### config.mk
export PLATFORM = sky130hd
export DESIGN_NAME = spi_tx_packet_scheduler_flat
export DESIGN_NICKNAME = d
export VERILOG_FILES = /design/src/rtl/spi_tx_packet_scheduler_if.sv /design/src/rtl/spi_tx_packet_scheduler.sv /design/src/flat_wrapper.sv
export SDC_FILE = /design/constraint.sdc
export NUM_CORES = 1
export LEC_CHECK = 0
export CAP_MARGIN = 25
export CORE_ASPECT_RATIO = 1.2
export CORE_UTILIZATION = 47
export DETAILED_ROUTE_END_ITERATION = 16
export PLACE_DENSITY = 0.87
export SYNTH_ARGS = -nofsm -noshare
export SYNTH_HDL_FRONTEND = slang
export SYNTH_SLANG_ARGS = --single-unit
### constraint.sdc
create_clock -name clk -period 36 [get_ports clk]
set_input_delay 7.2 -clock clk [delete_from_list [all_inputs] [get_ports clk]]
set_output_delay 7.2 -clock clk [all_outputs]
set_load 0.01 [all_outputs]
### src/rtl/spi_tx_packet_scheduler_if.sv
// Request/ack and byte-stream bundle between the FIB output logic,
// the packet scheduler and the SPI transmitter.
interface spi_tx_packet_scheduler_if #(
  parameter int META_WIDTH    = 8,
  parameter int PREFIX_WIDTH  = 64,
  parameter int CONTENT_WIDTH = 256
);
  localparam int IW = META_WIDTH + PREFIX_WIDTH;
  localparam int DW = IW + CONTENT_WIDTH;

  logic          interest_req;
  logic [IW-1:0] interest_packet;
  logic          interest_ack;
  logic          data_req;
  logic [DW-1:0] data_packet;
  logic          data_ack;
  logic          tx_ready;
  logic          tx_start;
  logic          tx_is_data;
  logic          tx_valid;
  logic [7:0]    tx_byte;
  logic          busy;

  modport master (
    output interest_req, interest_packet,
    output data_req, data_packet, tx_ready,
    input  interest_ack, data_ack,
    input  tx_start, tx_is_data, tx_valid,
    input  tx_byte, busy
  );

  modport slave (
    input  interest_req, interest_packet,
    input  data_req, data_packet, tx_ready,
    output interest_ack, data_ack,
    output tx_start, tx_is_data, tx_valid,
    output tx_byte, busy
  );
endinterface

### src/rtl/spi_tx_packet_scheduler.sv
// Round-robin arbiter between interest and data packets that
// serializes the granted packet MSB-first onto the SPI byte channel.
module spi_tx_packet_scheduler #(
  parameter int META_WIDTH    = 8,
  parameter int PREFIX_WIDTH  = 64,
  parameter int CONTENT_WIDTH = 256
) (
  input  logic clk,
  input  logic rst,
  spi_tx_packet_scheduler_if.slave bus
);
  localparam int IW     = META_WIDTH + PREFIX_WIDTH;
  localparam int DW     = IW + CONTENT_WIDTH;
  localparam int IBYTES = IW / 8;
  localparam int DBYTES = DW / 8;
  localparam int CW     = $clog2(DBYTES + 1);

  typedef enum logic [1:0] {
    IDLE,
    START,
    SEND
  } state_t;

  state_t        state, state_nx;
  logic [DW-1:0] shift, shift_nx;
  logic [CW-1:0] cnt, cnt_nx;
  logic          last_data, last_data_nx;
  logic          is_data, is_data_nx;
  logic          iack, iack_nx;
  logic          dack, dack_nx;
  logic          start, start_nx;
  logic          valid, valid_nx;
  logic [7:0]    byte_q, byte_nx;
  logic          grant_i, grant_d;

  always_ff @(posedge clk or posedge rst) begin
    if (rst) begin
      state     <= IDLE;
      shift     <= '0;
      cnt       <= '0;
      last_data <= 1'b1;
      is_data   <= 1'b0;
      iack      <= 1'b0;
      dack      <= 1'b0;
      start     <= 1'b0;
      valid     <= 1'b0;
      byte_q    <= '0;
    end else begin
      state     <= state_nx;
      shift     <= shift_nx;
      cnt       <= cnt_nx;
      last_data <= last_data_nx;
      is_data   <= is_data_nx;
      iack      <= iack_nx;
      dack      <= dack_nx;
      start     <= start_nx;
      valid     <= valid_nx;
      byte_q    <= byte_nx;
    end
  end

  always_comb begin
    state_nx     = state;
    shift_nx     = shift;
    cnt_nx       = cnt;
    last_data_nx = last_data;
    is_data_nx   = is_data;
    iack_nx      = 1'b0;
    dack_nx      = 1'b0;
    start_nx     = 1'b0;
    valid_nx     = 1'b0;
    byte_nx      = byte_q;
    // on a tie the type not served last time wins
    grant_i = bus.interest_req && (!bus.data_req || last_data);
    grant_d = bus.data_req && (!bus.interest_req || !last_data);
    unique case (state)
      IDLE: begin
        if (grant_i) begin
          shift_nx     = {bus.interest_packet, {CONTENT_WIDTH{1'b0}}};
          cnt_nx       = CW'(IBYTES);
          is_data_nx   = 1'b0;
          last_data_nx = 1'b0;
          iack_nx      = 1'b1;
          state_nx     = START;
        end else if (grant_d) begin
          shift_nx     = bus.data_packet;
          cnt_nx       = CW'(DBYTES);
          is_data_nx   = 1'b1;
          last_data_nx = 1'b1;
          dack_nx      = 1'b1;
          state_nx     = START;
        end
      end
      START: begin
        start_nx = 1'b1;
        state_nx = SEND;
      end
      SEND: begin
        // counter hits zero on the edge that drives the last byte
        if (cnt == '0) begin
          state_nx = IDLE;
        end else if (bus.tx_ready) begin
          valid_nx = 1'b1;
          byte_nx  = shift[DW-1 -: 8];
          shift_nx = shift << 8;
          cnt_nx   = cnt - CW'(1);
        end
      end
      default: state_nx = IDLE;
    endcase
  end

  assign bus.interest_ack = iack;
  assign bus.data_ack     = dack;
  assign bus.tx_start     = start;
  assign bus.tx_is_data   = is_data;
  assign bus.tx_valid     = valid;
  assign bus.tx_byte      = byte_q;
  assign bus.busy         = (state != IDLE);
endmodule
### src/flat_wrapper.sv
// flat-port wrapper written by rule: the top's interface ports become plain ports
module spi_tx_packet_scheduler_flat 
#(
  parameter int META_WIDTH    = 8,
  parameter int PREFIX_WIDTH  = 64,
  parameter int CONTENT_WIDTH = 256
)
  (clk, rst, bus_interest_req, bus_interest_packet, bus_data_req, bus_data_packet, bus_tx_ready, bus_interest_ack, bus_data_ack, bus_tx_start, bus_tx_is_data, bus_tx_valid, bus_tx_byte, bus_busy);
  spi_tx_packet_scheduler_if #(.META_WIDTH(META_WIDTH), .PREFIX_WIDTH(PREFIX_WIDTH), .CONTENT_WIDTH(CONTENT_WIDTH)) bus_i ();
  input  logic clk;
  input  logic rst;
  input wire logic [$bits(bus_i.interest_req)-1:0] bus_interest_req;
  input wire logic [$bits(bus_i.interest_packet)-1:0] bus_interest_packet;
  input wire logic [$bits(bus_i.data_req)-1:0] bus_data_req;
  input wire logic [$bits(bus_i.data_packet)-1:0] bus_data_packet;
  input wire logic [$bits(bus_i.tx_ready)-1:0] bus_tx_ready;
  output wire logic [$bits(bus_i.interest_ack)-1:0] bus_interest_ack;
  output wire logic [$bits(bus_i.data_ack)-1:0] bus_data_ack;
  output wire logic [$bits(bus_i.tx_start)-1:0] bus_tx_start;
  output wire logic [$bits(bus_i.tx_is_data)-1:0] bus_tx_is_data;
  output wire logic [$bits(bus_i.tx_valid)-1:0] bus_tx_valid;
  output wire logic [$bits(bus_i.tx_byte)-1:0] bus_tx_byte;
  output wire logic [$bits(bus_i.busy)-1:0] bus_busy;
  assign bus_i.interest_req = bus_interest_req;
  assign bus_i.interest_packet = bus_interest_packet;
  assign bus_i.data_req = bus_data_req;
  assign bus_i.data_packet = bus_data_packet;
  assign bus_i.tx_ready = bus_tx_ready;
  assign bus_interest_ack = bus_i.interest_ack;
  assign bus_data_ack = bus_i.data_ack;
  assign bus_tx_start = bus_i.tx_start;
  assign bus_tx_is_data = bus_i.tx_is_data;
  assign bus_tx_valid = bus_i.tx_valid;
  assign bus_tx_byte = bus_i.tx_byte;
  assign bus_busy = bus_i.busy;
  spi_tx_packet_scheduler #(.META_WIDTH(META_WIDTH), .PREFIX_WIDTH(PREFIX_WIDTH), .CONTENT_WIDTH(CONTENT_WIDTH)) u_core (.clk(clk), .rst(rst), .bus(bus_i));
endmodule
# --- Yosys cells after proc, flatten, opt, wreduce, memory -nomap -nowiden ---
# Cells that the tools add are included.
# Widths: inputs -> output; s select.
word_totals:
  reg_bits: 350
  in_bits: 405
  out_inout_bits: 14
  wordCells: 59
op_classes:
  add_sub_neg: 1
  n_eq_ne: 6
  n_mux: 25
  bitwise_logic: 1
  n_reduce_logical: 16
ops:
  columns: ["operator", "count"]
  rows:
  - ["$mux 328", 4]
  - ["$pmux 328 s2", 1]
  - ["$mux 6", 4]
  - ["$pmux 6 s2", 1]
  - ["$mux 1", 11]
  - ["$logic_not 6->1", 1]
  - ["$mux 2", 3]
  - ["$pmux 2 s3", 1]
  - ["$reduce_bool 2->1", 3]
  - ["$sub 6x1->6 const B", 1]
  - ["$ne 2x2->1 const B", 2]
  - ["$reduce_and 2->1", 2]
  - ["$reduce_and 4->1", 1]
  - ["$logic_not 1->1", 3]
  - ["$ne 3x1->1 const B", 1]
  - ["$reduce_and 3->1", 1]
  - ["$eq 2x1->1 const B", 1]
  - ["$eq 2x2->1 const B", 1]
  - ["$logic_and 1x1->1", 2]
  - ["$logic_not 2->1", 1]
  - ["$logic_or 1x1->1", 2]
  - ["$ne 2x1->1 const B", 1]
  - ["$not 1->1", 1]

# --- Longest topological paths before layout ---
# Gate-level depths: netlist of run 1.
logic_depth:
  ltp_word: 6
  mapped_depth: 9
  mapped_depth_nobuf: 7

# --- Worst setup path before layout of run 1 ---
# Ideal clock, no wire load.
synth_timing:
  kind: "in2reg"
  startpoint: "input port bus_data_req"
  endpoint: "register u_core.shift[313]"
  setup_ps: 151
  t_arrival_ps: 8364
  required_ps: 35849
  slack_ps: 27485
  cell_stages: 6
  path_buffers: 2
  path_cell_list: "inv_1 -> o21ai_0 -> buf_2 -> buf_1 -> mux2i_1 -> a221oi_2"
synth_between:
  elab_chain_len: 5
synth_rtl:
  columns: ["element", "line_no", "source"]
  rows:
  - ["from (decl)", "flat_wrapper.sv:14", "input wire logic [$bits(bus_i.data_req)-1:0] bus_data_req;"]
  - ["$logic_not 1->1", "spi_tx_packet_scheduler.sv:74", "grant_i = bus.interest_req && (!bus.data_req || last_data);"]
  - ["$logic_or 1x1->1", "spi_tx_packet_scheduler.sv:74", null]
  - ["$logic_and 1x1->1", "spi_tx_packet_scheduler.sv:74", null]
  - ["$ne 3x1->1 (no line) or $mux 328 (tied branches)", null, null]
  - ["$reduce_and 4->1 (no line) or $pmux 328 s2 (tied branches)", null, null]
  - ["to (signal assigned)", "spi_tx_packet_scheduler.sv:50", "shift <= shift_nx;"]
  - ["to (decl)", "spi_tx_packet_scheduler.sv:25", "logic [DW-1:0] shift, shift_nx;"]
# Several ways; a longest one is shown, not always the timed one.
# A chain may end at the register's enable or synchronous reset.

# --- Worst setup path in the final report of run 1 ---
layout_timing:
  startpoint: "input port bus_interest_req"
  endpoint: "register u_core.shift[312]"
layout_between:
  elab_chain_len: 5
layout_rtl:
  columns: ["element", "line_no", "source"]
  rows:
  - ["from (decl)", "flat_wrapper.sv:12", "input wire logic [$bits(bus_i.interest_req)-1:0] bus_interest_req;"]
  - ["$logic_not 1->1", "spi_tx_packet_scheduler.sv:75", "grant_d = bus.data_req && (!bus.interest_req || !last_data);"]
  - ["$logic_or 1x1->1", "spi_tx_packet_scheduler.sv:75", null]
  - ["$logic_and 1x1->1", "spi_tx_packet_scheduler.sv:75", null]
  - ["$ne 3x1->1 (no line)", null, null]
  - ["$reduce_and 4->1 (no line)", null, null]
# Several ways; a longest one is shown, not always the timed one.

==> results summary, run 1 <==
The total number of vias is 13.1k. The total global routing track utilization came out at 26.3%. The worst setup path is launched from an input port. The number of placement rows is 74. Measured against the total synthesized area, the mux share comes to 4.63%. The library cells used most frequently in the layout, excluding fill and tap cells, are sky130_fd_sc_hd__clkdlybuf4s50_1, sky130_fd_sc_hd__dfrtp_1, sky130_fd_sc_hd__and3_1, sky130_fd_sc_hd__a221o_1, sky130_fd_sc_hd__nor2_1.

The maximum clock rate came out at 96.5 MHz. The signal arrival time at the worst endpoint is 10710 ps. The number of search-and-repair iterations in the first detailed-routing pass came out at 6.

The number of cells traversed by the worst register-to-register path is 6. Counting the buffers created by CTS gives 38. The number of buffers on the longest clock path is 3.

The timing endpoint of the critical path is u_core.shift[312]$_DFFE_PP0P_. For this design the ratio of total power to cell area is 76.4 mW/mm^2. The synthesized netlist devotes 0.154% of its cell area to adder and majority cells. The total number of H-tree levels came out at 2. Measured along the y axis, the die boundary spans 205 um. The portion of the clock cycle consumed by the worst path in the final layout came out at 28.8%. Leaving out fill and tap cells, the most frequent cell in the layout is sky130_fd_sc_hd__clkdlybuf4s50_1.

The global route total overflow is 0. Per report_power, the sequential group accounts for 39.4% of the total. The final count of hold timing violations came out at 0.

The routed wirelength normalized by instance count is 21.9 um. After detailed routing, the number of remaining DRC violations is 0. The floorplan step defined a core boundary enclosing 0.0340 mm^2. The wire length after detailed routing is 47600 um. The setup-violating endpoint count in the final report came out at 0. The smallest clock period supported by the final layout is computed as 10360 ps. The number of sinks driven by the clock tree came out at 350. The actual transition at the worst max-transition pin is 1270 ps. Setup repair after global routing left no endpoint under its margin. Between clock sinks in the finished design, the worst skew comes to 14.3 ps.

Of all nets on the critical path, the largest fanout is 58. The register clock-pin slew on the reported worst setup and hold paths is 60 ps. The post-cts repair resize count is 0. The net count after synthesis came out at 1766. The max-capacitance violation count came out at 0. STA classifies the critical path endpoint as a flop. The number of buffers added for setup after CTS is 0. In this run the horizontal extent of the chip is 172 um.

Along the worst hold path, the cell count comes to 2. The mean instance size in the synthesized netlist is 11.9 um^2. The post-synthesis cell count is 1359. The share of the Yosys chip area taken by registers is 54.0%. In this run the static leakage power is 10.5 nW. The starting DRC count in detailed routing came out at 1538. The worst endpoint required time is 36350 ps. The synthesized cell area is 0.0162 mm^2. The CTS tree is done. The global-route wire length before repair is 71800 um. Of the total power, combinational logic draws 37.4%. The number of nets in the finished design came out at 2097. The tree is rooted in a sky130_fd_sc_hd__clkbuf_16.

The net switching power of the design came out at 576 uW. The distinct cell type count after synthesis came out at 37. The run finished with clean final reports. The maximum resistive drop on vdd is 63.4 uV. The number of max-slew violations in the final report came to 0. The area share of and/or/nand/nor cells after synthesis came out at 12.6%.

For this run, the number of Yosys warnings is 0. The number of antenna violations at the first check in global routing is 7. The number of input and output port buffers inserted is 418. The half-perimeter wire length of the detailed placement result came out at 30300 um. The I/O pin count came out at 419.

The endpoint of the worst register-to-register path is u_core.shift[312]$_DFFE_PP0P_. After Yosys synthesis, XOR and XNOR cells account for 0.0540% of the synthesized area. The flip-flop and latch count after synthesis is 350.

The startpoint identified for the worst register-to-register timing path is u_core.state[1]$_DFFE_PP0P_. The launching instance or port of the critical path is bus_interest_req. Summing the areas of all compound-gate instances in the mapped netlist gives 22.3% of the synthesized area.

The die covers 0.0352 mm^2. The global placement routability congestion came out at 0.819. The remaining antenna violation count after routing came out at 0. The min-delay analysis places its worst path in the category reg -> reg. By area, the combinational part of the netlist is dominated by compound AO/OA/AOI/OAI gates.

The fraction of power spent switching nets came out at 34.6%. The number of global-route vias before repair came out at 13.3k. The design draws 1.66 mW.

The fraction of final layout cells sized beyond drive strength 1 is 8.10%. Across all register-to-register paths, the minimum setup slack is 32400 ps. The clock latency of the later-clocked register in the worst-skew pair came out at 520 ps.

The remaining max-slew budget at the tightest pin came out at 15.5%. The maximum number of pins on one net before global-route repair is 236. The number of vias per cell is 6.02. The total negative slack for setup checks came out at 0 ps.

Per report_power, the clock group accounts for 23.2% of the total. The initial utilization of the core area, before any placement, comes to 47.7%. The cell-internal power came out at 1.09 mW. From synthesis to final layout, the design area changed by 34.3%. The worst setup path is of the in -> reg kind. The number of hold buffers added after CTS was 0.
## through the flow
stage / hold slack (ps) / util, % / cell area [um^2] / setup WS [ps] / std cells
final: 468 / 64.1 / 21800 / 25640 / 2180
after global routing: 479 / 64.1 / 21800 / 25400 / 2178
after CTS: 470 / 63.7 / 21600 / 25670 / 2167
after detailed placement: 452 / 60.1 / 20400 / 25140 / 2102
after global placement: 453 / 60.1 / 20400 / 25290 / 2102
after floorplan: 437 / - / 16200 / 19090 / 1359
## power groups by stage
| stage | Clock, mW | Combinational [mW] | Sequential (mW) |
|---|---|---|---|
| 2_1_floorplan | 0 | 0.477 | 0.619 |
| 3_3_place_gp | 0 | 0.586 | 0.650 |
| 3_5_place_dp | 0 | 0.610 | 0.655 |
| 4_1_cts | 0.392 | 0.618 | 0.652 |
| 5_1_grt | 0.408 | 0.677 | 0.669 |
| 6_report | 0.385 | 0.622 | 0.656 |
## cell families (layout without fill, tap and decap cells)
family | count (synthesis) | in the layout
buf+inv | 223 | 579
compound gates | 340 | 340
xor+xnor | 1 | 1
simple gates | 368 | 368
flops | 350 | 350
mux | 75 | 75
other cells | 0 | 9
fa+ha+maj | 2 | 2
## worst max-delay path, cell delays in order
cell                              delay (ps)
sky130_fd_sc_hd__clkdlybuf4s50_1         610
sky130_fd_sc_hd__o21ai_4                 240
sky130_fd_sc_hd__clkinv_2                640
sky130_fd_sc_hd__nor2_4                  910
sky130_fd_sc_hd__buf_4                   800
sky130_fd_sc_hd__a221oi_1                230
## cell usage after synthesis
library cell                 n  share of area, %
sky130_fd_sc_hd__inv_4       1             0.039
sky130_fd_sc_hd__mux2i_1    75               4.6
sky130_fd_sc_hd__a211oi_2    1             0.077
sky130_fd_sc_hd__nand3b_1    1             0.046
sky130_fd_sc_hd__buf_2      52               1.6
sky130_fd_sc_hd__dfrtp_1   349                54
sky130_fd_sc_hd__clkbuf_1   66               1.5
sky130_fd_sc_hd__inv_1      78               1.8
sky130_fd_sc_hd__nand2_1    24              0.56
sky130_fd_sc_hd__nor2_1     79               1.8
sky130_fd_sc_hd__a221oi_1   18              0.97
sky130_fd_sc_hd__a221oi_2   54               5.0
sky130_fd_sc_hd__a21oi_1     2             0.062
sky130_fd_sc_hd__a221o_1   248                15
sky130_fd_sc_hd__and3_1    249               9.6
sky130_fd_sc_hd__o41ai_1     1             0.054
sky130_fd_sc_hd__or3_1       1             0.039
sky130_fd_sc_hd__nand4_1     1             0.039
sky130_fd_sc_hd__buf_4      10              0.46
sky130_fd_sc_hd__nor2b_1     3              0.12
sky130_fd_sc_hd__a22o_1      8              0.43
sky130_fd_sc_hd__nand2b_1    3              0.12
sky130_fd_sc_hd__buf_6       8              0.56
sky130_fd_sc_hd__dfstp_2     1              0.16
sky130_fd_sc_hd__nand3_1     1             0.031
sky130_fd_sc_hd__o21ai_1     1             0.031
sky130_fd_sc_hd__nor2_4      1             0.069
sky130_fd_sc_hd__nor3_1      3             0.093
sky130_fd_sc_hd__ha_1        2              0.15
sky130_fd_sc_hd__o21ai_0     4              0.12
sky130_fd_sc_hd__or2_2       1             0.039
sky130_fd_sc_hd__o2111a_1    1             0.069
sky130_fd_sc_hd__o31a_1      1             0.054
sky130_fd_sc_hd__o211ai_4    1              0.13
sky130_fd_sc_hd__buf_1       8              0.19
sky130_fd_sc_hd__xnor2_1     1             0.054
sky130_fd_sc_hd__nor4_1      1             0.039
## routing by layer
metal	global-route usage (%)	vias up	wire, um
li1	-	5934	-
met1	33.4	6574	19100
met2	42.8	523	23200
met3	6.14	101	3620
met4	11.3	0	1730
met5	0	-	0
## worst min-delay path by stage
stage                                             start                           endpoint
after global placement    u_core.shift[321]$_DFFE_PP0P_  u_core.bus.tx_byte[1]$_DFFE_PP0P_
after detailed placement  u_core.shift[321]$_DFFE_PP0P_  u_core.bus.tx_byte[1]$_DFFE_PP0P_
after floorplan               u_core.cnt[4]$_DFFE_PP0P_          u_core.cnt[4]$_DFFE_PP0P_
after CTS                 u_core.shift[321]$_DFFE_PP0P_  u_core.bus.tx_byte[1]$_DFFE_PP0P_
after global routing      u_core.shift[320]$_DFFE_PP0P_  u_core.bus.tx_byte[0]$_DFFE_PP0P_
final                     u_core.shift[321]$_DFFE_PP0P_  u_core.bus.tx_byte[1]$_DFFE_PP0P_
## flip-flops by register name, summed over array words and instances, names as in the netlist
register                 cells
u_core.bus.tx_start          1
u_core.bus.tx_is_data        1
u_core.bus.tx_valid          1
u_core.bus.data_ack          1
u_core.bus.interest_ack      1
u_core.last_data             1
u_core.cnt                   6
u_core.state                 2
u_core.bus.tx_byte           8
u_core.shift               328
## area by class of cell
type / count / area, um^2
well taps: 456 / 571
clock buffers: 55 / 1130
clock inverters: 10 / 104
inverters: 79 / 313
multi-input cells: 786 / 6480
flip-flops and latches: 350 / 8760
diodes: 9 / 22.5
fillers: 2559 / 12200
repair buffers: 435 / 4400
Power figures use the tool's default switching activity.
==> inputs of run 2 (changes only) <==
==> constraint.sdc (replaced) <==
create_clock -name clk -period 9.9 [get_ports clk]
set_input_delay 1.98 -clock clk [delete_from_list [all_inputs] [get_ports clk]]
set_output_delay 1.98 -clock clk [all_outputs]
set_load 0.01 [all_outputs]
==> results summary, run 2 (synthesis gave the netlist of run 1 again) <==
Leaving out fill and tap cells, the most frequent cell in the layout is sky130_fd_sc_hd__clkdlybuf4s50_1. The wire length after detailed routing came out at 48100 um. The fraction of final layout cells sized beyond drive strength 1 is 8.32%.

The worst setup path is launched from an input port. Clock skew on the completed layout was measured at 31.8 ps. The global-route track usage on met3 is 5.94%. The total number of H-tree levels is 2.

The leakage power figure came out at 10.6 nW. Routability-driven placement finished with a final weighted congestion of 0.818. The total global routing track utilization is 26.5%. Once layout is done, the placed cells without fillers occupy 0.0219 mm^2. Once placement finished, the instance area stood at 0.0205 mm^2.

The number of sinks driven by the clock tree came out at 350. The I/O pin count came out at 419. The x dimension of the die is 172 um. The number of placement rows came out at 74. In this run the worst hold path is classified as reg -> reg.

In the routed design, unresolved DRC markers number 0. The number of global-route vias before repair is 13.4k. The global-route wire length before repair came out at 72600 um. Entering global routing, the biggest net connects 188 pins. The number of cells traversed by the worst register-to-register path is 7. The starting DRC count in detailed routing is 1498. The number of buffers added for setup after CTS came out at 0. The synthesis-to-layout area growth came out at 35.1%. The endpoint identified for the worst register-to-register timing path is u_core.shift[325]$_DFFE_PP0P_. The global routing stage identified its most utilized layer as met2. The core region is 0.0340 mm^2. The cell type with the highest occurrence count on the critical path is sky130_fd_sc_hd__buf_4.

Data on the critical path is required at its endpoint by 10230 ps. Among all stages on the critical path, the largest delay is contributed by sky130_fd_sc_hd__buf_4. The met1 track demand over resource is 33.2%.

Port buffering added 418 buffers. Setup repair after global routing left no endpoint under its margin. The flip-flop count of the largest register after layout came out at 328. The global route total overflow came out at 0. The startpoint identified for the worst hold timing path is u_core.shift[323]$_DFFE_PP0P_. Hold timing on the final database bottoms out at a slack of 456 ps. The worst register-to-register path begins at u_core.cnt[2]$_DFFE_PP0P_. Prior to clock tree synthesis, the placed netlist has a worst setup slack of 4400 ps. The register-to-register setup slack is 5800 ps. The signal on the critical path passes through clkdlybuf4s50_1 -> o211ai_4 -> buf_4 -> inv_8 -> nor2_4 -> buf_4 -> a221oi_1.

The critical path class is in -> reg. The max-capacitance violation count came out at 0. The number of antenna violations at the first check in global routing is 11.

The flow ran to the end, and the final reports show no timing, DRC or antenna violations. The remaining max-slew budget at the tightest pin is 33.8%. Tracing the worst setup path back leads to its startpoint at bus_tx_ready.

The effective utilization at floorplan came out at 47.7%. Detailed placement ended at an HPWL of 30700 um. The number of nets in the finished design is 2103.

Global routing used 43.9% of the available met2 tracks. The setup-violating endpoint count in the final report is 0. The number of search-and-repair iterations in the first detailed-routing pass came out at 5. The worst-case setup margin in the final layout came out at 4840 ps. The height of the die is 205 um.

The final count of hold timing violations came out at 0. The hold-fix buffer count after cts is 0. The total number of vias came out at 13.2k. The power per unit of standard cell area is 277 mW/mm^2. The delay of the slowest cell on the worst path is 820 ps.

The maximum fanout along the worst path came out at 158. The tree is rooted in a sky130_fd_sc_hd__clkbuf_16. The clock latency of the later-clocked register in the worst-skew pair is 530 ps. The portion of the clock cycle consumed by the worst path in the final layout came out at 51.1%. The remaining antenna violation count after routing is 0.

TritonCTS built the clock tree. The endpoint kind of the worst setup timing path is a flop. Counting flops per register, the top entry is u_core.shift. STA puts the critical path data arrival time at 5390 ps. The actual transition at the worst max-transition pin is 992 ps. The routed wirelength normalized by instance count came out at 22.0 um. The number of vias per cell came out at 6.04. The critical path ends at u_core.shift[325]$_DFFE_PP0P_. The number of max-slew violations in the final report is 0. The overall die area came out at 0.0352 mm^2. The register clock-pin slew on the reported worst setup and hold paths is 60 ps. The minimum clock period after layout is 5060 ps. In the layout the commonest cells are sky130_fd_sc_hd__clkdlybuf4s50_1, sky130_fd_sc_hd__dfrtp_1, sky130_fd_sc_hd__and3_1, sky130_fd_sc_hd__a221o_1, sky130_fd_sc_hd__nor2_1. The total negative slack for setup checks is 0 ps.

The number of buffers on the longest clock path came out at 3. The post-cts repair resize count is 0. The maximum resistive drop on vdd came out at 158 uV. The number of buffers added by the clock tree synthesis step is 37. The maximum clock rate came out at 198 MHz.
-- run 2: how the worst min path moves through the flow --
stage                                              to  slack [ps]  depth (start not counted)
finish              u_core.bus.tx_byte[3]$_DFFE_PP0P_         460                          2
floorplan                   u_core.cnt[4]$_DFFE_PP0P_         440                          1
global route        u_core.bus.tx_byte[3]$_DFFE_PP0P_         470                          2
global placement    u_core.bus.tx_byte[1]$_DFFE_PP0P_         450                          2
detailed placement  u_core.bus.tx_byte[1]$_DFFE_PP0P_         460                          2
CTS                 u_core.bus.tx_byte[3]$_DFFE_PP0P_         470                          2
-- run 2: layout make-up --
cell class | instances | area (um^2)
fill | 2532 | 12100
sequential | 350 | 8760
multi-input combinational | 786 | 6480
timing repair buffer | 442 | 4560
clock buffer | 51 | 1060
tap | 456 | 571
inverter | 79 | 309
clock inverter | 11 | 144
antenna | 11 | 27.5
-- run 2: per-layer routing --
metal,wire length [um],up-vias
met5,0,-
met4,1690,0
met3,3650,103
met2,24000,557
met1,18800,6599
li1,-,5952
-- run 2: critical path: cells and delay by family --
| kind | cells | cell delay, ps |
|---|---|---|
| and+or+nand+nor | 1 | 670 |
| buffers and inverters | 4 | 2260 |
| AOI/OAI and AO/OA | 2 | 340 |
-- run 2: report_power, final --
group          internal [mW]  switching, mW  total (mW)
logic                   1.14           1.16        2.30
registers               2.02          0.368        2.38
clock network          0.825          0.568        1.39
-- run 2: metrics by stage --
step                      utilization [%]  std cells  power (mW)
final                                64.5       2186        6.08
after global routing                 64.5       2186        6.42
after CTS                            63.7       2167        6.02
after floorplan                         -       1359        3.98
after global placement               60.1       2104        4.49
after detailed placement             60.2       2105        4.59
==> inputs of run 3 (changes only) <==
--- a/config.mk
+++ b/config.mk
@@ -7,9 +7,9 @@
 export LEC_CHECK = 0
 export CAP_MARGIN = 25
 export CORE_ASPECT_RATIO = 1.2
-export CORE_UTILIZATION = 47
+export CORE_UTILIZATION = 45
 export DETAILED_ROUTE_END_ITERATION = 16
-export PLACE_DENSITY = 0.87
+export PLACE_DENSITY = 0.88
 export SYNTH_ARGS = -nofsm -noshare
 export SYNTH_HDL_FRONTEND = slang
 export SYNTH_SLANG_ARGS = --single-unit
==> constraint.sdc (replaced) <==
create_clock -name clk -period 4.3 [get_ports clk]
set_input_delay 0.86 -clock clk [delete_from_list [all_inputs] [get_ports clk]]
set_output_delay 0.86 -clock clk [all_outputs]
set_load 0.01 [all_outputs]
==> results summary, run 3 (synthesis gave the netlist of run 1 again) <==
The run finished with clean final reports. The detailed-route DRC error count is 0. The worst setup skew after layout came out at 25.8 ps. The number of vias per cell is 6.10. The flip-flop count of the largest register after layout is 328. Setup repair after global routing left no endpoint under its margin. STA classifies the critical path endpoint as a primary output. Adding up every negative setup slack in the final design gives 0 ps. The final count of hold timing violations was 0. No sink is reached through more buffers than the 3 on the longest clock path. The register clock-pin slew on the reported worst setup and hold paths came out at 60 ps. The net switching power of the design came out at 4.88 mW.

In this run the vertical extent of the chip is 210 um. In this run, CTS created clock tree buffers numbering 37. Power spread over the standard cell area amounts to 640 mW/mm^2.

Leaving out fill and tap cells, the most frequent cells in the layout are sky130_fd_sc_hd__clkdlybuf4s50_1, sky130_fd_sc_hd__dfrtp_1, sky130_fd_sc_hd__and3_1, sky130_fd_sc_hd__a221o_1, sky130_fd_sc_hd__nor2_1. For this design, the CTS-stage hold fixing added 0 buffers. The number of max-slew violations in the final report was 0. The portion of the clock cycle consumed by the worst path in the final layout came out at 70.1%. The worst setup path is launched from a flop.

The utilization after layout is 62.1%. The number of antenna violations at the first check in global routing is 6. The setup-violating endpoint count in the final report is 0. Dividing the detail-routed wire length by the instance count gives 22.3 um. The number of cells on the worst reg-to-reg path is 6. After detailed routing, the total wire length is 48900 um. Across all layers, the routed design uses 13.3k vias. The core region is 0.0352 mm^2. TritonCTS built the clock tree. Data arrives at the worst endpoint at 2150 ps. Per report_power, the combinational group accounts for 37.9% of the total. The total global routing track utilization came out at 25.8%. After detailed placement, the total cell area comes to 0.0206 mm^2. The minimum clock period after layout came out at 3010 ps. The register with the most flip-flops in the final layout is u_core.shift.

The summed area of non-filler cells in the final layout came out at 0.0219 mm^2. Once detail routing completed, the nets flagged for antenna violations numbered 0. The I/O pin count is 419.

Gates resized during post-CTS repair numbered 0. The overall die area came out at 0.0368 mm^2. The number of input and output port buffers inserted is 418. The fraction of power spent switching nets came out at 34.9%. The fraction of final layout cells sized beyond drive strength 1 is 8.25%. The maximum number of pins on one net before global-route repair is 251. At the end of routability-driven placement, the weighted congestion stood at 0.862. The x dimension of the die came out at 175 um.

The number of search-and-repair iterations in the first detailed-routing pass is 6. The number of sinks driven by the clock tree came out at 350. Leaving out fill and tap cells, the most frequent cell in the layout is sky130_fd_sc_hd__clkdlybuf4s50_1. The number of buffers added for setup after CTS is 0. After layout, the design draws a total of 14.0 mW. In this run the core area contains 75 standard-cell rows.

The worst register-to-register path ends at u_core.shift[167]$_DFFE_PP0P_. The maximum resistive drop on vdd is 465 uV. The timing endpoint of the critical path is bus_busy.

The synthesis-to-layout area growth is 34.8%. The number of nets in the finished design came out at 2102. The sequential group share of total power came out at 39.6%. The tree is rooted in a sky130_fd_sc_hd__clkbuf_16. The total of fill cells in the finished design is 2640. The global-route wire length before repair is 74900 um. The clock network burns 22.6% of the power.

Of all nets on the critical path, the largest fanout is 6. The total number of H-tree levels is 2. The worst pin sits at a relative slew slack of 13.6%. Final hold analysis gives a worst-case slack of 472 ps. The most critical setup path has its startpoint at u_core.state[1]$_DFFE_PP0P_. The register-to-register setup slack came out at 1430 ps. The global route total overflow came out at 0. The number of global-route vias before repair was 13.8k.

The cell-internal power came out at 9.11 mW. The leakage power figure came out at 10.5 nW. The actual transition at the worst max-transition pin came out at 1300 ps. For this configuration, the core starts out at a cell density of 46.1%.

The critical path class is reg -> out. The half-perimeter wire length of the detailed placement result is 32100 um. The max-capacitance violation count came out at 0.

The reg-to-reg critical path startpoint is u_core.cnt[2]$_DFFE_PP0P_. The starting DRC count in detailed routing is 1667. The later pin in the worst-skew pair is clocked with a latency of 530 ps. The maximum clock rate is 332 MHz. The worst min-delay path class is reg -> reg. The worst endpoint required time is 3440 ps.
-- run 3: changes by cell type in the layout (fill, tap and decap cells not counted), sizes merged --
| cell | before | now |
|---|---|---|
| diode | 11 | 6 |
| clkinv | 8 | 5 |
| buf | 24 | 23 |
| bufinv | 3 | 1 |
| inv | 77 | 78 |
| clkbuf | 51 | 58 |
-- run 3: metal layers --
layer	share of wire (%)	track usage (%)	vias up
met4	4.2	10.7	2
met3	8.6	6.78	116
met2	49	42.9	632
met1	38	31.7	6653
met5	0.018	0	-
li1	-	-	5946
-- run 3: how the worst min path moves through the flow --
| stage | start | to | slack [ps] | cells after the start |
|---|---|---|---|---|
| 6_report | u_core.cnt[4]$_DFFE_PP0P_ | u_core.cnt[4]$_DFFE_PP0P_ | 470 | 1 |
| 4_1_cts | u_core.cnt[4]$_DFFE_PP0P_ | u_core.cnt[4]$_DFFE_PP0P_ | 470 | 1 |
| 2_1_floorplan | u_core.cnt[4]$_DFFE_PP0P_ | u_core.cnt[4]$_DFFE_PP0P_ | 440 | 1 |
| 3_5_place_dp | u_core.shift[322]$_DFFE_PP0P_ | u_core.bus.tx_byte[2]$_DFFE_PP0P_ | 460 | 2 |
| 5_1_grt | u_core.shift[322]$_DFFE_PP0P_ | u_core.bus.tx_byte[2]$_DFFE_PP0P_ | 490 | 2 |
| 3_3_place_gp | u_core.shift[320]$_DFFE_PP0P_ | u_core.bus.tx_byte[0]$_DFFE_PP0P_ | 450 | 2 |
-- run 3: area by class of cell --
cell class / count / area (um^2) / share of cell area, %
inverter: 79 / 310 / 1.42
sequential: 350 / 8760 / 40.1
tap: 462 / 578 / 2.65
clock inverter: 7 / 73.8 / 0.338
multi-input combinational: 786 / 6480 / 29.6
timing repair buffer: 441 / 4510 / 20.6
antenna: 6 / 15.0 / 0.0687
clock buffer: 58 / 1130 / 5.15
-- run 3: worst max-delay path, stage by stage (launching register included) --
cell,delay (ps)
sky130_fd_sc_hd__dfrtp_1,460
sky130_fd_sc_hd__nor2_1,400
sky130_fd_sc_hd__inv_1,230
sky130_fd_sc_hd__clkdlybuf4s50_1,560
-- run 3: power groups by stage --
stage / Sequential [mW] / Clock [mW] / Combinational, mW
2_1_floorplan: 5.18 / 0 / 3.99
3_5_place_dp: 5.51 / 0 / 5.17
5_1_grt: 5.64 / 3.34 / 5.74
3_3_place_gp: 5.47 / 0 / 4.95
4_1_cts: 5.50 / 3.20 / 5.21
6_report: 5.54 / 3.16 / 5.30
-- run 3: metrics by stage --
stage	setup slack (ps)	cells
after global routing	1210	2189
after floorplan	-1250	1359
after global placement	998	2116
final	1290	2189
after detailed placement	875	2116
after CTS	1270	2181
